`config.mk`:
```
export PLATFORM = sky130hd
export DESIGN_NAME = writeback_queue_flat
export DESIGN_NICKNAME = d
export VERILOG_FILES = /design/src/rtl/writeback_queue_if.sv /design/src/rtl/writeback_queue.sv /design/src/flat_wrapper.sv
export SDC_FILE = /design/constraint.sdc
export NUM_CORES = 1
export LEC_CHECK = 0
export ABC_AREA = 1
export CORE_MARGIN = 4
export CORE_UTILIZATION = 35
export CTS_CLUSTER_SIZE = 10
export DETAILED_ROUTE_END_ITERATION = 10
export SYNTH_ARGS = -nofsm -noshare
export SYNTH_HDL_FRONTEND = slang
export SYNTH_SLANG_ARGS = --single-unit
```
`constraint.sdc`:
```
create_clock -name clk -period 2.9 [get_ports clk]
set_clock_uncertainty 0.1 [all_clocks]
set_input_delay 0.435 -clock clk [delete_from_list [all_inputs] [get_ports clk]]
set_output_delay 0.435 -clock clk [all_outputs]
set_load 0.03 [all_outputs]
```
`src/rtl/writeback_queue_if.sv`:
```
// Writeback queue bus: upstream request handshake, register-file write port,
// commit notification and occupancy status.
interface writeback_queue_if #(
    parameter int unsigned DATA_W  = 16,
    parameter int unsigned RADDR_W = 4,
    parameter int unsigned DEPTH   = 4
);
    localparam int unsigned CNT_W = $clog2(DEPTH + 1);
    localparam int unsigned NREG  = 2 ** RADDR_W;

    logic               in_valid;
    logic               in_ready;
    logic               in_wen;
    logic [RADDR_W-1:0] in_addr;
    logic [DATA_W-1:0]  in_data;
    logic               flush;
    logic               w_on;
    logic [RADDR_W-1:0] waddr;
    logic [DATA_W-1:0]  data_out;
    logic               rf_ready;
    logic               endwrite;
    logic [RADDR_W-1:0] endreg;
    logic [NREG-1:0]    pend_mask;
    logic [CNT_W-1:0]   count;

    // Upstream pipeline plus register file side.
    modport master (
        output in_valid, in_wen, in_addr, in_data, flush, rf_ready,
        input  in_ready, w_on, waddr, data_out, endwrite, endreg, pend_mask, count
    );

    // The queue itself.
    modport slave (
        input  in_valid, in_wen, in_addr, in_data, flush, rf_ready,
        output in_ready, w_on, waddr, data_out, endwrite, endreg, pend_mask, count
    );
endinterface

```
`src/rtl/writeback_queue.sv`:
```
// Writeback queue: buffers register-file writes in FIFO order, drops writes that
// do not update the register file, reports each commit, and exposes a mask of
// registers with writes still pending (for hazard detection upstream).
module writeback_queue #(
    parameter int unsigned DATA_W  = 16,
    parameter int unsigned RADDR_W = 4,
    parameter int unsigned DEPTH   = 4,
    parameter bit          R0_ZERO = 1'b1
) (
    input logic              clk,
    input logic              rst_n,
    writeback_queue_if.slave bus
);
    localparam int unsigned PTR_W = $clog2(DEPTH);
    localparam int unsigned CNT_W = $clog2(DEPTH + 1);
    localparam int unsigned NREG  = 2 ** RADDR_W;

    // Entry storage is never reset; validity comes from head/count alone.
    logic [RADDR_W-1:0] mem_addr_q [DEPTH];
    logic [DATA_W-1:0]  mem_data_q [DEPTH];

    logic [PTR_W-1:0]   head_q, head_d;
    logic [PTR_W-1:0]   tail_q, tail_d;
    logic [CNT_W-1:0]   count_q, count_d;
    logic [RADDR_W-1:0] waddr_q, waddr_d;
    logic [DATA_W-1:0]  data_out_q, data_out_d;
    logic               endwrite_q, endwrite_d;
    logic [RADDR_W-1:0] endreg_q, endreg_d;

    logic               in_ready;
    logic               w_on;
    logic               accept;
    logic               push;
    logic               pop;
    logic [CNT_W-1:0]   remain;
    logic [NREG-1:0]    pend_mask;

    // Handshake decode; flush cancels both sides of the edge.
    always_comb begin
        in_ready = (count_q != CNT_W'(DEPTH));
        w_on     = (count_q != '0);
        accept   = bus.in_valid && in_ready;
        push     = accept && bus.in_wen && !(R0_ZERO && (bus.in_addr == '0)) && !bus.flush;
        pop      = w_on && bus.rf_ready && !bus.flush;
        remain   = count_q - CNT_W'(pop);
    end

    // Next pointers and occupancy.
    always_comb begin
        head_d  = head_q;
        tail_d  = tail_q;
        count_d = count_q;
        if (bus.flush) begin
            head_d  = '0;
            tail_d  = '0;
            count_d = '0;
        end else begin
            if (push) tail_d = tail_q + PTR_W'(1);
            if (pop)  head_d = head_q + PTR_W'(1);
            if (push && !pop) begin
                count_d = count_q + CNT_W'(1);
            end else if (!push && pop) begin
                count_d = count_q - CNT_W'(1);
            end
        end
    end

    // Head output registers track whichever entry is at the head after the edge.
    always_comb begin
        waddr_d    = waddr_q;
        data_out_d = data_out_q;
        if (!bus.flush) begin
            if (remain != '0) begin
                waddr_d    = mem_addr_q[head_d];
                data_out_d = mem_data_q[head_d];
            end else if (push) begin
                // Queue empty after the pop: the incoming entry becomes the head.
                waddr_d    = bus.in_addr;
                data_out_d = bus.in_data;
            end
        end
    end

    // Commit notification, one cycle after the register file takes the write.
    always_comb begin
        endwrite_d = pop;
        endreg_d   = pop ? waddr_q : endreg_q;
    end

    // Pending-register mask over the valid window [head, head+count).
    always_comb begin
        pend_mask = '0;
        for (int unsigned k = 0; k < DEPTH; k++) begin
            if (CNT_W'(k) < count_q) begin
                pend_mask[mem_addr_q[head_q + PTR_W'(k)]] = 1'b1;
            end
        end
    end

    // Control and output state with asynchronous reset.
    always_ff @(posedge clk or negedge rst_n) begin
        if (!rst_n) begin
            head_q     <= '0;
            tail_q     <= '0;
            count_q    <= '0;
            waddr_q    <= '0;
            data_out_q <= '0;
            endwrite_q <= 1'b0;
            endreg_q   <= '0;
        end else begin
            head_q     <= head_d;
            tail_q     <= tail_d;
            count_q    <= count_d;
            waddr_q    <= waddr_d;
            data_out_q <= data_out_d;
            endwrite_q <= endwrite_d;
            endreg_q   <= endreg_d;
        end
    end

    // Entry storage write at the tail.
    always_ff @(posedge clk) begin
        if (push) begin
            mem_addr_q[tail_q] <= bus.in_addr;
            mem_data_q[tail_q] <= bus.in_data;
        end
    end

    assign bus.in_ready  = in_ready;
    assign bus.w_on      = w_on;
    assign bus.waddr     = waddr_q;
    assign bus.data_out  = data_out_q;
    assign bus.endwrite  = endwrite_q;
    assign bus.endreg    = endreg_q;
    assign bus.pend_mask = pend_mask;
    assign bus.count     = count_q;
endmodule

```
`src/flat_wrapper.sv`:
```
// flat-port wrapper written by rule: the top's interface ports become plain ports
module writeback_queue_flat 
#(
    parameter int unsigned DATA_W  = 16,
    parameter int unsigned RADDR_W = 4,
    parameter int unsigned DEPTH   = 4,
    parameter bit          R0_ZERO = 1'b1
)
  (clk, rst_n, bus_in_valid, bus_in_wen, bus_in_addr, bus_in_data, bus_flush, bus_rf_ready, bus_in_ready, bus_w_on, bus_waddr, bus_data_out, bus_endwrite, bus_endreg, bus_pend_mask, bus_count);
  writeback_queue_if #(.DATA_W(DATA_W), .RADDR_W(RADDR_W), .DEPTH(DEPTH)) bus_i ();
  input logic clk;
  input logic rst_n;
  input wire logic [$bits(bus_i.in_valid)-1:0] bus_in_valid;
  input wire logic [$bits(bus_i.in_wen)-1:0] bus_in_wen;
  input wire logic [$bits(bus_i.in_addr)-1:0] bus_in_addr;
  input wire logic [$bits(bus_i.in_data)-1:0] bus_in_data;
  input wire logic [$bits(bus_i.flush)-1:0] bus_flush;
  input wire logic [$bits(bus_i.rf_ready)-1:0] bus_rf_ready;
  output wire logic [$bits(bus_i.in_ready)-1:0] bus_in_ready;
  output wire logic [$bits(bus_i.w_on)-1:0] bus_w_on;
  output wire logic [$bits(bus_i.waddr)-1:0] bus_waddr;
  output wire logic [$bits(bus_i.data_out)-1:0] bus_data_out;
  output wire logic [$bits(bus_i.endwrite)-1:0] bus_endwrite;
  output wire logic [$bits(bus_i.endreg)-1:0] bus_endreg;
  output wire logic [$bits(bus_i.pend_mask)-1:0] bus_pend_mask;
  output wire logic [$bits(bus_i.count)-1:0] bus_count;
  assign bus_i.in_valid = bus_in_valid;
  assign bus_i.in_wen = bus_in_wen;
  assign bus_i.in_addr = bus_in_addr;
  assign bus_i.in_data = bus_in_data;
  assign bus_i.flush = bus_flush;
  assign bus_i.rf_ready = bus_rf_ready;
  assign bus_in_ready = bus_i.in_ready;
  assign bus_w_on = bus_i.w_on;
  assign bus_waddr = bus_i.waddr;
  assign bus_data_out = bus_i.data_out;
  assign bus_endwrite = bus_i.endwrite;
  assign bus_endreg = bus_i.endreg;
  assign bus_pend_mask = bus_i.pend_mask;
  assign bus_count = bus_i.count;
  writeback_queue #(.DATA_W(DATA_W), .RADDR_W(RADDR_W), .DEPTH(DEPTH), .R0_ZERO(R0_ZERO)) u_core (.clk(clk), .rst_n(rst_n), .bus(bus_i));
endmodule
```
* Word level (Yosys, flattened, before mapping) *
Memory sizes are Yosys's and may differ from the RTL's.
Index checks and enable logic that the tools add are counted.

storage, ports and cells
  register bits = 32
  RAM bits = 80
  input bits = 26
  output and inout port bits = 46
  word-level logic and storage cells = 81
  memories = 2

memories
  memory             depth  bits a word  rd ports  clocked after Yosys merged registers in  wr ports  line                   RTL
  u_core.mem_data_q  4      16           1         0                                        1         writeback_queue.sv:20  logic [DATA_W-1:0] mem_data_q [DEPTH];
  u_core.mem_addr_q  4      4            5         0                                        1         writeback_queue.sv:19  logic [RADDR_W-1:0] mem_addr_q [DEPTH];

operators by class
  add/sub/neg operators = 7
  $lt $le $gt $ge = 12
  equal/unequal tests = 1
  multiplexer cells = 25
  bitwise operators = 4
  reduce and logical (&&, ||, !) cells = 23

operator list
  kind                   number
  $mux W16               6
  $or A16 B16 Y16        3
  $lt A4 B5 Y1 const B   4
  $demux W1 S4           4
  $ge A4 B1 Y1 const B   4
  $logic_and A1 B1 Y1    12
  $mux W3                3
  $reduce_bool A3 Y1     3
  $mux W2                4
  $mux W4                2
  $lt A1 B3 Y1 const A   2
  $lt A2 B3 Y1 const A   2
  $mux W1                6
  $add A2 B1 Y2 const B  2
  $add A2 B2 Y2 const B  2
  $logic_not A1 Y1       4
  $logic_not A4 Y1       1
  $reduce_bool A2 Y1     2
  $add A3 B1 Y3 const B  1
  $ne A3 B3 Y1 const B   1
  $sub A3 B1 Y3          1
  $sub A3 B1 Y3 const B  1
  $reduce_and A2 Y1      1
  $not A1 Y1             1

* Depth between registers and ports, before layout *
An unclocked memory read counts as a cell.

  depth after elaboration = 12
  mapped depth = 14
  depth with buffers taken out = 13

* Worst setup path before layout *
No wires, ideal clock.

  path kind = flip-flop to flip-flop
  start point = register u_core.count_q[0] (netlist: u_core.bus.count[0])
  end point = memory u_core.mem_addr_q[0][0], enable pin
  library setup time = 0.397 ns
  arrival time = 2.575 ns
  data required time = 2.403 ns
  slack = -0.172 ns
  cell stages (with the launch flop) = 9
  path buffers = 0
  clock period less this slack = 3.072 ns
  cells stage by stage = dfrtp_1 > inv_1 > ha_1 > nand2_1 > and3_1 > nand2_1 > nor2_1 > inv_1 > nor2_1

on the way
  word-level cells in the longest chain between the ends = 7

RTL lines
  item                              line                    RTL
  start, declared                   writeback_queue.sv:24   logic [CNT_W-1:0] count_q, count_d;
  start signal, assigned            writeback_queue.sv:113  count_q <= count_d;
  $ne A3 B3 Y1                      writeback_queue.sv:40   in_ready = (count_q != CNT_W'(DEPTH));
  named net bus_in_ready            flat_wrapper.sv:19      output wire logic [$bits(bus_i.in_ready)-1:0] bus_in_ready;
  $logic_and A1 B1 Y1               writeback_queue.sv:42   accept = bus.in_valid && in_ready;
  $logic_and A1 B1 Y1 (3 in a row)  writeback_queue.sv:43   push = accept && bus.in_wen && !(R0_ZERO && (bus.in_addr == '0)) && !bus.flush;
  $mux W1                           writeback_queue.sv:123  if (push) begin
  $mux W1 (not written as such)     writeback_queue.sv:124  mem_addr_q[tail_q] <= bus.in_addr;
  end, declared                     writeback_queue.sv:19

The timed path passes the listed nets, and every way through them passes these cells.

* Final worst setup path *
  start point = register u_core.head_q[0]
  end point = output port bus_pend_mask[15]

on the way
  word-level cells in the longest chain between the ends = 12
  elaborated cells on any way between the ends = 31
  classes of those cells = 3 x add/sub; 8 x order compare; 12 x mux; 3 x bitwise; 4 x reduce/logical; 1 x memory

RTL lines
  item                                                                         line                    RTL
  start, declared                                                              writeback_queue.sv:22   logic [PTR_W-1:0] head_q, head_d;
  start signal, assigned                                                       writeback_queue.sv:103  head_q <= '0;
  start signal, assigned                                                       writeback_queue.sv:111  head_q <= head_d;
  $add A2 B1 Y2 / $mem_v2 Z4 W4 (equally long branches)                        -
  $mem_v2 Z4 W4 *                                                              -
  $lt A4 B5 Y1 (not written as such), or another cell as far along             writeback_queue.sv:95   pend_mask[mem_addr_q[head_q + PTR_W'(k)]] = 1'b1;
  $logic_and A1 B1 Y1 (not written as such) / $mux W1 (equally long branches)  writeback_queue.sv:95
  $mux W1 (not written as such) / $demux W1 S4 (equally long branches)         -
  $demux W1 S4 / $mux W16 (equally long branches)                              -
  $or A16 B16 Y16 (no line)                                                    -
  $mux W16                                                                     writeback_queue.sv:94   if (CNT_W'(k) < count_q) begin
  $or A16 B16 Y16 (no line)                                                    -
  $mux W16                                                                     writeback_queue.sv:94
  $or A16 B16 Y16 (no line)                                                    -
  $mux W16 *                                                                   writeback_queue.sv:94
  end, declared                                                                flat_wrapper.sv:25      output wire logic [$bits(bus_i.pend_mask)-1:0] bus_pend_mask;

Mark *: on every way between the ends. The rest lies on a longest branch, timed or not.

==> flow_summary_export.csv <==
group,metric,value,unit
outcome,status,"complete, no violations",
yosys,syn_area,6340,µm²
sta,clock.fmax,363,MHz
place,dp_hpwl,11800,µm
drt,num_vias,5364,
place,gp_congestion,0.857,
floorplanning,core,17500,µm²
worst_setup_path,crit_path_start_kind,"flop",
sta,relSlewSlack,46.0,%
sta,post-route-period-util,94.9,%
worst_setup_path,crit_arrival,2.22,ns
clock_network,htree_levels,3,
floorplanning,rows,48,
grt,grt_max_degree,41,
yosys,synth_cells,812,
clock_network,insertion_delay,0.34,ns
final_layout,drive_gt1_share,10.4,%
final_layout,diodes,0,
drt,drtIter0Drc,308,
power,ir_drop,0.000453,V
floorplanning,die_height,143,µm
worst_setup_path,required,2.37,ns
sta,layout_setup_ws,0.146,ns
grt,grt_pass1_wl,25800,µm
floorplanning,num_io_pins,72,
sta,drv_slew,0,
drt,ant_nets,0,
worst_setup_path,path_class,"flop to output port",
clock_network,cts_made_buffers,9,
hold_path,hp-class,"input pin to async pin",
drt,drc,0,
yosys,syn_nets,846,
grt,antenna_found_initial,0,
clock_network,clk_pin_slew,0.07,ns
yosys,ys_seq_area_share,50.5,%
power,p_leak,3.54,nW
yosys,postSynthAreaPerCell,7.81,µm²
sta,max_slew.worst_pin.slew,0.811,ns
final_layout,areaGrowthSynthToFinish,21.2,%
place,dp.cells,1102,
drt,drt-pass1-iter-count,5,
clock_network,root_buffer,"clkbuf_16",
final_layout,final_common_cell,"nand2_1",
floorplanning,dieArea,20300,µm²
final_layout,fin_nets,926,
yosys,synth_warnings,0,
yosys,ys_types,21,
place,io_buffers,71,
drt,wirelength,16500,µm
clock_network,clkSinkCount,112,
sta,grt_setup_unrepaired,"false",
worst_setup_path,end_kind,"output port",
clock_network,cts_tree,"done",
sta,hold_violations,0,
yosys,ys_seq_elements,112,
drt,wire_per_inst,14.7,µm
power,power,6.23,mW
worst_setup_path,crit_fanout,10,
grt,grt_pass1_vias,5076,
worst_setup_path,crit_chain,"xnor2_4, buf_12, buf_4, o21ai_2, inv_1, nand3_1, nor2_1, nor2_1, nand2_1, buf_4",
run,cap_violations,0,
sta,period_minus_slack,2.75,ns
grt,grt_use_total,16.1,%
clock_network,clockBufferDepth,2,
worst_setup_path,critical_path.max_stage_delay,0.46,ns
final_layout,fin_util,43.8,%
floorplanning,die_w,143,µm
final_layout,final_cell_mix,"nand2_1 (221), nor2_1 (120), inv_1 (118)",
drt,viasPerCell,4.78,
place,dp_slack,0.0676,ns
power,p_per_area,811,nW/µm²
floorplanning,start_util,36.1,%
grt,grt_overflow,0,
sta,finalSetupViolations,0,
final_layout,final_cells,1122,
worst_setup_path,cp_slowest_cell,"dfrtp_2",
sta,whs,0.0777,ns
-- critical path: cells and delay by family (launching register included) --
family                 cells  cell delay (ns)
AO/OA/AOI/OAI              1             0.24
buffers and inverters      4             0.58
XOR/XNOR                   1             0.17
AND/OR/NAND/NOR            4             0.42
flip-flops                 1             0.46
-- per-stage QoR --
stage          instance area, µm²  setup TNS [ns]
5_1_grt                      7680               0
4_1_cts                      7630               0
3_5_place_dp                 7350               0
3_3_place_gp                 7350               0
6_report                     7680               0
2_1_floorplan                6340          -13.72
-- routing by layer --
| metal | wire length [µm] | part of all wire, % | vias to the layer above | track usage [%] |
|---|---|---|---|---|
| met5 | 0 | 0 | - | 0 |
| met4 | 407 | 2.5 | 0 | 5.95 |
| met3 | 519 | 3.2 | 28 | 1.75 |
| met2 | 7930 | 48 | 119 | 27.7 |
| met1 | 7610 | 46 | 2454 | 20.9 |
| li1 | - | - | 2763 | - |
-- registers in the layout (all words and copies together) (netlist names) --
register	count
u_core.bus.count	3
u_core.bus.data_out	16
u_core.bus.endreg	4
u_core.bus.endwrite	1
u_core.bus.waddr	4
u_core.head_q	2
u_core.mem_addr_q	16
u_core.mem_data_q	64
u_core.tail_q	2
-- cells by family (layout without fill, tap and decap cells) --
| group | Yosys count | in the layout | synth area share, % |
|---|---|---|---|
| AO/OA/AOI/OAI | 54 | 54 | 5.09 |
| XOR/XNOR | 4 | 4 | 0.849 |
| AND/OR/NAND/NOR | 473 | 473 | 31.4 |
| flip-flops | 112 | 112 | 50.5 |
| adder cells (fa/ha/maj) | 8 | 8 | 1.58 |
| buffers and inverters | 161 | 246 | 10.5 |
-- report_power, final --
group	total [mW]	switching, mW	internal (mW)
logic	2.99	1.93	1.06
clock network	1.14	0.537	0.604
registers	2.10	0.156	1.94
-- cell type report --
cell class | count | area [µm²]
Sequential cell | 112 | 3200
Clock inverter | 5 | 32.5
Fill cell | 1755 | 9850
Multi-Input combinational cell | 539 | 2480
Timing Repair Buffer | 108 | 981
Tap cell | 225 | 282
Inverter | 122 | 458
Clock buffer | 11 | 243
-- final timing paths --
check	startpoint	to	slack (ns)	depth (start not counted)
setup reg to reg	u_core.bus.count[0]$_DFFE_PN0P_	u_core.bus.waddr[1]$_DFFE_PN0P_	0.39	13
hold reg to reg	u_core.bus.data_out[3]$_DFFE_PN0P_	u_core.bus.data_out[3]$_DFFE_PN0P_	0.38	2
setup / recovery	u_core.head_q[0]$_DFF_PN0_	bus_pend_mask[15]	0.15	10
hold / removal	rst_n	u_core.bus.endreg[2]$_DFFE_PN0P_	0.08	1
max in group asynchronous	rst_n	u_core.head_q[0]$_DFF_PN0_	2.06	1
min in group clk	u_core.bus.data_out[3]$_DFFE_PN0P_	u_core.bus.data_out[3]$_DFFE_PN0P_	0.38	2
-- timing repair --
| item | 4_1_cts | 5_1_grt |
|---|---|---|
| hold buffers | 0 | 0 |
| resized for setup | 0 | 4 |
| setup buffers | 0 | 4 |
| setup endpoints to repair | 0 | 16 |
-- Yosys cell counts (all sizes together) --
library cell | count | share of area, %
inv | 122 | 7.2
dfrtp | 32 | 13
nand4 | 44 | 4.3
and3 | 1 | 0.099
nand3 | 83 | 6.6
nor2 | 124 | 7.3
xnor2 | 4 | 0.85
nand2 | 221 | 13
buf | 30 | 2.8
o21ai | 50 | 4.8
clkbuf | 9 | 0.53
a21oi | 4 | 0.32
ha | 8 | 1.6
edfxtp | 80 | 38
No activity file was read; power rests on OpenSTA's default activity.
